### config.mk
export PLATFORM = sky130hd
export DESIGN_NAME = muldiv_unit
export DESIGN_NICKNAME = d
export VERILOG_FILES = /design/src/rtl/muldiv_unit.sv
export SDC_FILE = /design/constraint.sdc
export NUM_CORES = 1
export LEC_CHECK = 0
export ABC_CLOCK_PERIOD_IN_PS = 8170
export BUFFER_PORTS_ARGS = -buffer_cell sky130_fd_sc_hd__buf_2
export CORE_MARGIN = 2
export CORE_UTILIZATION = 51
export DETAILED_ROUTE_END_ITERATION = 8
export GPL_ROUTABILITY_DRIVEN = 0
export PLACE_DENSITY = 0.72
export SYNTH_ARGS = -nofsm -noshare
export SYNTH_HDL_FRONTEND = slang
export SYNTH_SLANG_ARGS = --single-unit
### constraint.sdc
create_clock -name Clock -period 8.17 [get_ports Clock]
set_input_delay 1.634 -clock Clock [delete_from_list [all_inputs] [get_ports Clock]]
set_output_delay 1.634 -clock Clock [all_outputs]
set_load 0.02 [all_outputs]
### src/rtl/muldiv_unit.sv
// Iterative multiply/divide unit with architectural HI/LO registers.
// One radix-2 step per cycle: shift-add for MULT/MULTU, restoring
// shift-subtract for DIV/DIVU. Signed operations run on magnitudes and
// the result signs are applied in the final cycle.
module muldiv_unit #(
   parameter int WIDTH = 32
) (
   input  logic             Clock,
   input  logic             Reset,
   input  logic             Start,
   input  logic [1:0]       Op,
   input  logic [WIDTH-1:0] RsData,
   input  logic [WIDTH-1:0] RtData,
   input  logic             HiWe,
   input  logic             LoWe,
   output logic [WIDTH-1:0] Hi,
   output logic [WIDTH-1:0] Lo,
   output logic             Busy,
   output logic             Done
);

   localparam int CW = $clog2(WIDTH);

   typedef enum logic [1:0] {S_IDLE, S_ITER, S_FIN} state_t;

   state_t                 state_q,   state_d;
   logic [CW-1:0]          cnt_q,     cnt_d;
   logic                   is_div_q,  is_div_d;
   logic                   neg_q,     neg_d;      // product / quotient negate
   logic                   rem_neg_q, rem_neg_d;  // remainder negate (dividend sign)
   logic                   div0_q,    div0_d;
   logic [WIDTH-1:0]       a_q,       a_d;        // multiplier / dividend-then-quotient
   logic [WIDTH-1:0]       b_q,       b_d;        // multiplicand / divisor magnitude
   logic [WIDTH-1:0]       rs_q,      rs_d;       // raw dividend for divide-by-zero
   logic [2*WIDTH-1:0]     acc_q,     acc_d;      // product, or remainder in low half
   logic [WIDTH-1:0]       hi_q,      hi_d;
   logic [WIDTH-1:0]       lo_q,      lo_d;
   logic                   busy_q;
   logic                   done_q;

   // Operand preparation for the accept edge
   logic             signed_op, rs_neg, rt_neg;
   logic [WIDTH-1:0] rs_mag, rt_mag;

   // One iteration step and final sign correction
   logic [2*WIDTH-1:0] mul_step;
   logic [WIDTH:0]     rem_shift;
   logic               rem_ge;
   logic [WIDTH-1:0]   rem_new;
   logic [2*WIDTH-1:0] prod_res;
   logic [WIDTH-1:0]   quot_res, rem_res;

   // Datapath: magnitudes, single radix-2 step, signed final results
   always_comb begin
      signed_op = ~Op[0];
      rs_neg    = signed_op & RsData[WIDTH-1];
      rt_neg    = signed_op & RtData[WIDTH-1];
      rs_mag    = rs_neg ? -RsData : RsData;
      rt_mag    = rt_neg ? -RtData : RtData;

      mul_step  = {acc_q[2*WIDTH-2:0], 1'b0} + (a_q[WIDTH-1] ? {{WIDTH{1'b0}}, b_q} : '0);

      rem_shift = {acc_q[WIDTH-1:0], a_q[WIDTH-1]};
      rem_ge    = (rem_shift >= {1'b0, b_q});
      rem_new   = rem_ge ? WIDTH'(rem_shift - {1'b0, b_q}) : rem_shift[WIDTH-1:0];

      prod_res  = neg_q     ? -acc_q : acc_q;
      quot_res  = neg_q     ? -a_q : a_q;
      rem_res   = rem_neg_q ? -acc_q[WIDTH-1:0] : acc_q[WIDTH-1:0];
   end

   // Next-state and register-update logic for the control FSM
   always_comb begin
      // NOTE: every _d defaults to its _q so no path through the case infers a latch.
      state_d   = state_q;
      cnt_d     = cnt_q;
      is_div_d  = is_div_q;
      neg_d     = neg_q;
      rem_neg_d = rem_neg_q;
      div0_d    = div0_q;
      a_d       = a_q;
      b_d       = b_q;
      rs_d      = rs_q;
      acc_d     = acc_q;
      hi_d      = hi_q;
      lo_d      = lo_q;

      unique case (state_q)
         S_IDLE: begin
            if (Start) begin
               // Start wins over HiWe/LoWe on the same edge.
               state_d   = S_ITER;
               cnt_d     = '0;
               acc_d     = '0;
               is_div_d  = Op[1];
               neg_d     = rs_neg ^ rt_neg;
               rem_neg_d = rs_neg;
               div0_d    = (RtData == '0);
               a_d       = rs_mag;
               b_d       = rt_mag;
               rs_d      = RsData;
            end else begin
               if (HiWe) hi_d = RsData;
               if (LoWe) lo_d = RsData;
            end
         end
         S_ITER: begin
            if (is_div_q) begin
               acc_d = {{WIDTH{1'b0}}, rem_new};
               a_d   = {a_q[WIDTH-2:0], rem_ge};
            end else begin
               acc_d = mul_step;
               a_d   = {a_q[WIDTH-2:0], 1'b0};
            end
            cnt_d = cnt_q + 1'b1;
            if (cnt_q == CW'(WIDTH-1)) state_d = S_FIN;
         end
         S_FIN: begin
            if (!is_div_q) begin
               hi_d = prod_res[2*WIDTH-1:WIDTH];
               lo_d = prod_res[WIDTH-1:0];
            end else if (div0_q) begin
               hi_d = rs_q;
               lo_d = '1;
            end else begin
               hi_d = rem_res;
               lo_d = quot_res;
            end
            state_d = S_IDLE;
         end
         default: state_d = S_IDLE;
      endcase
   end

   // State registers; reset discards any in-flight operation
   always_ff @(posedge Clock or posedge Reset) begin
      if (Reset) begin
         state_q   <= S_IDLE;
         cnt_q     <= '0;
         is_div_q  <= 1'b0;
         neg_q     <= 1'b0;
         rem_neg_q <= 1'b0;
         div0_q    <= 1'b0;
         a_q       <= '0;
         b_q       <= '0;
         rs_q      <= '0;
         acc_q     <= '0;
         hi_q      <= '0;
         lo_q      <= '0;
         busy_q    <= 1'b0;
         done_q    <= 1'b0;
      end else begin
         // NOTE: non-blocking assignments so every register samples pre-edge values.
         state_q   <= state_d;
         cnt_q     <= cnt_d;
         is_div_q  <= is_div_d;
         neg_q     <= neg_d;
         rem_neg_q <= rem_neg_d;
         div0_q    <= div0_d;
         a_q       <= a_d;
         b_q       <= b_d;
         rs_q      <= rs_d;
         acc_q     <= acc_d;
         hi_q      <= hi_d;
         lo_q      <= lo_d;
         busy_q    <= (state_d != S_IDLE);
         done_q    <= (state_q == S_FIN);
      end
   end

   assign Hi   = hi_q;
   assign Lo   = lo_q;
   assign Busy = busy_q;
   assign Done = done_q;

endmodule

== Word level (Yosys, flattened, before mapping) ==
Index checks and enable logic that the tools add are counted.

* Output and inout port bits: 66
* Register bits after elaboration: 237
* Logic and storage cells: 71

* Bitwise gates (word level): 4
* Add/subtract/negate cells: 8
* Equal/unequal tests: 7
* Magnitude comparators: 1
* Muxes and demuxes: 28
* Reduce and logical (&&, ||, !) cells: 9

{| class="wikitable"
|+ Operators by type and width
! operator !! count
|-
| 2-to-1 mux 32 bit || 15
|-
| 2-to-1 mux 64 bit || 3
|-
| one-hot mux 32 bit (2 select lines) || 3
|-
| negation 32 bit || 4
|-
| one-hot mux 64 bit (2 select lines) || 1
|-
| adder 64 x 32 -> 64 bit || 1
|-
| negation 64 bit || 1
|-
| greater-or-equal comparator 33 x 32 -> 1 bit || 1
|-
| logical NOT 32 bit || 1
|-
| subtractor 32 bit || 1
|-
| one-hot mux 5 bit (2 select lines) || 1
|-
| inequality test 2 bit, second input constant || 4
|-
| AND reduction 3 bit || 2
|-
| nonzero test 2 bit || 3
|-
| adder 5 x 1 -> 5 bit, second input constant || 1
|-
| equality test 5 bit, second input constant || 1
|-
| 2-to-1 mux 5 bit || 1
|-
| 2-to-1 mux 2 bit || 2
|-
| one-hot mux 2 bit (2 select lines) || 1
|-
| AND reduction 2 bit || 2
|-
| AND 1 bit || 2
|-
| equality test 2 x 1 -> 1 bit, second input constant || 1
|-
| equality test 2 bit, second input constant || 1
|-
| logical NOT 2 bit || 1
|-
| 3 further kinds || 3
|}

== Depth between registers and ports, before layout ==
* Depth in word-level cells: 5
* Gate-level depth with buffers: 14
* Depth with buffers taken out: 12

== Worst setup path after synthesis ==
Ideal clock, no wire load.

* Path kind: input to register
* Start: input port RtData[8]
* End: register b_q[30]
* Cell stages on the path: 8
* Library setup time: 0.133 ns
* Setup slack: 4.084 ns
* Arrival: 3.952 ns
* Cells stage by stage: or4_1 -> nor4_2 -> or4b_1 -> nor3_1 -> nand3b_1 -> o41ai_1 -> xor2_1 -> o21ai_0

* Cells in the longest elaborated chain, start to end: 2

{| class="wikitable"
|+ Ends and longest elaborated chain
! element !! RTL line !! text
|-
| start, declared || 13 || <nowiki>input logic [WIDTH-1:0] RtData,</nowiki>
|-
| negation 32 bit || 59 || <nowiki>rt_mag = rt_neg ? -RtData : RtData;</nowiki>
|-
| 2-to-1 mux 32 bit || 59 ||
|-
| end signal, assigned || 145 || <nowiki>b_q <= '0;</nowiki>
|-
| end signal, assigned || 161 || <nowiki>b_q <= b_d;</nowiki>
|-
| end, declared || 33 || <nowiki>logic [WIDTH-1:0] b_q, b_d;</nowiki>
|}

No other way between the ends.
A chain may end at the register's enable or synchronous reset.

== Worst setup path in the final report ==
* Start: register a_q[31]
* End: register acc_q[32]

* Cells in the longest elaborated chain, start to end: 4

{| class="wikitable"
|+ Ends and longest elaborated chain
! element !! RTL line !! text
|-
| start, declared || 32 || <nowiki>logic [WIDTH-1:0] a_q, a_d;</nowiki>
|-
| start signal, assigned || 144 || <nowiki>a_q <= '0;</nowiki>
|-
| start signal, assigned || 160 || <nowiki>a_q <= a_d;</nowiki>
|-
| 2-to-1 mux 32 bit || 61 || <nowiki>mul_step = {acc_q[2*WIDTH-2:0], 1'b0} + (a_q[WIDTH-1] ? {{WIDTH{1'b0}}, b_q} : '0);</nowiki>
|-
| adder 64 x 32 -> 64 bit || 61 ||
|-
| 2-to-1 mux 64 bit || 108 || <nowiki>if (is_div_q) begin</nowiki>
|-
| one-hot mux 64 bit (2 select lines) || 88 || <nowiki>unique case (state_q)</nowiki>
|-
| end signal, assigned || 147 || <nowiki>acc_q <= '0;</nowiki>
|-
| end signal, assigned || 163 || <nowiki>acc_q <= acc_d;</nowiki>
|-
| end, declared || 35 || <nowiki>logic [2*WIDTH-1:0] acc_q, acc_d;</nowiki>
|}

No other way between the ends.

==> results.yml <==
status:
  status: "finished, final reports clean"
synthesis:
  yosys.cell_count.top_type: "nand2_1"
  synth_fp_nets: 2601
  synthCells: 2458
  async_reset_ff_share_pct: 100
  synthFlopType: "dfrtp_1"
  yosys_warnings: 0
  synthDistinctLibCells: 82
  yosysTopAreaCell: "dfrtp_1"
  synth_edf_count: 0
  synth-seq-cells: 237
  synthTopCellsByArea: "dfrtp_1, nand2_1, o21ai_0"
  ys_seq_area_share_pct: 30.8
  synth_common_cells: "nand2_1, o21ai_0, dfrtp_1"
  syn_area_per_cell_um2: 7.84
  synth.top_cell.area_share_pct: 30.8
  synth.cell_area_um2: 19300
global_routing:
  grt_max_degree: 128
  antenna_found_initial: 0
  globalRouteOverflowTotal: 0
  grtUsageTotal_pct: 34.2
  grt_pass1_wl_um: 105000
  grt_pass1_vias: 18480
timing:
  grt_setup_unrepaired: "false"
  finalHoldViolCount: 0
  slew-limit-headroom_pct: 21.5
  worst_pin_slew_ns: 1.18
  fin_crit_sh_pct: 60.5
  tns_ns: 0
  timing.final.max_slew_violations: 0
  skew_ns: 0.0357
  setup_violations: 0
  period_needed_ns: 4.94
  max_freq_mhz: 202
layout:
  final_core_util_pct: 56.6
  nNetsFinal: 2600
  layout.area.seq_um2: 5930
  drive_above_1_share_pct: 10.7
  area.growth.synth_to_final_pct: 9.87
  fill_cells: 3472
  design_area_um2: 21200
  multi_input_area_um2: 12300
floorplan:
  die_y_um: 198
  ioPinCount: 137
  fp.coreArea_um2: 37400
  die_w_um: 198
  die_area_um2: 39300
  rows: 71
  start_util_pct: 51.5
setup_path:
  critPathLaunchType: "register"
  worst_ep_required_time_ns: 8.64
  cp.depth: 11
  crit_family: "compound AO/OA/AOI/OAI gates"
  critPathSlowestCell: "clkinv_1"
  critical_path_peak_fanout: 33
  endpoint_kind: "register"
  critPathKind: "register to register"
  path_cells: "clkinv_1, nor2_1, ha_1, a31o_2, a221oi_1, o21ai_0, a2111oi_4, a211oi_1, o31a_1, or3_1, a32o_1"
  slowest_delay_ns: 0.84
  crit_arrival_ns: 5.41
  cp_num_buf_inv: 1
  rr_worst_depth: 11
clocking:
  cts_tree: "done"
  clkTransAtPathRegs_ns: 0.06
  clock-root-buffer: "clkbuf_16"
  htreeDepth: 1
  clock_latency_ns: 0.61
  cts-hold-fix-buffers: 0
  clock_sinks: 237
  cts_resized: 0
  post-cts-setup-buffers: 0
  cts_buffers: 29
  clk_path_buf_depth: 3
power:
  peakVddDrop_v: 0.000300
  p_leak_nw: 9.31
  power_density_nw_per_um2: 451
route:
  postRouteAntennaNets: 0
  via_count: 19645
  wirelength_um: 67900
  drc: 0
  viasPerCell: 6.57
  drt_pass1_iterations: 7
  post_drt_wl_per_cell_um: 22.7
  drt_iter0_drc: 2392
place:
  post_dp_cell_area_um2: 20100
  numPortBuffers: 136
  dp_hpwl_um: 48600
worst_hold_path:
  min_path_cells: 1
  worstHoldPathType: "register to register"
run:
  drv_cap: 0
sequential cells by signal, summed over array words and instances (netlist names), 2 cells and up:
register  count
state_q       2
Lo           32
Hi           32
acc_q        64
a_q          32
b_q          32
cnt_q         5
rs_q         32
cells in the final DEF (no fill, tap or decap), drive strengths merged, types with 17 or more instances in the layout:
cell	instances
and3	42
o31ai	42
a21oi	141
a22oi	47
o221ai	17
clkbuf	39
or3	41
xnor2	106
o41ai	20
o21ai	243
or4	26
a221oi	31
o211ai	31
nand3	55
a31oi	20
mux2i	26
dfrtp	237
ha	70
nor4	25
buf	163
inv	74
a21o	44
nor3	43
nor2	146
xor2	117
a211oi	20
nand4	28
nand2	375
per-layer routing:
layer	GRT usage [%]	up-vias	share of wire, %
li1	-	8887	-
met1	43.8	9340	39
met2	54.8	1150	45
met3	5.47	268	9.9
met4	19.7	0	6.6
met5	0	-	0
cells by family after synthesis:
group / share of synthesized area (%)
mux: 1.64
simple gates: 21.4
compound gates: 26.0
flops: 30.8
fa+ha+maj: 4.75
xor+xnor: 10.1
buf+inv: 5.36
where the power goes:
group	switching [mW]	internal [mW]
registers	0.736	1.69
logic	3.54	2.13
clock network	0.557	0.903
total	4.84	4.72
worst reg2reg max path, stage by stage, from the launching register on:
cell       delay (ns)
dfrtp_1          0.40
clkinv_1         0.84
nor2_1           0.37
ha_1             0.36
a31o_2           0.29
a221oi_1         0.37
o21ai_0          0.34
a2111oi_4        0.66
a211oi_1         0.33
o31a_1           0.32
or3_1            0.31
a32o_1           0.25
final timing paths:
check	end	from	slack, ns
setup / recovery	acc_q[32]	a_q[31]	3.23
hold / removal	Lo[14]	Lo[14]	0.47
setup reg to reg	acc_q[32]	a_q[31]	3.23
hold reg to reg	Lo[14]	Lo[14]	0.47
max in group asynchronous	acc_q[35]	Reset	5.48
min in group asynchronous	b_q[7]	Reset	1.21
through the flow:
stage                     total power [mW]  hold WS (ns)  std cells  worst slack (ns)
after global placement                7.76         0.458       2937              3.52
after CTS                             9.38         0.478       2990              3.30
after detailed placement              7.90         0.463       2937              3.32
after floorplan                       6.28         0.441       2458            0.0330
final                                 9.55         0.473       2991              3.23
after global routing                  10.2         0.495       2990              3.03
area by class of cell:
class	count	share of cell area, %
Multi-Input combinational cell	1950	58.3
Sequential cell	237	28.0
Timing Repair Buffer	163	4.17
Clock buffer	39	3.94
Tap cell	511	3.02
Inverter	76	1.38
Clock inverter	14	1.12
Antenna cell	1	0.0118
(Power assumes the default switching activity.)
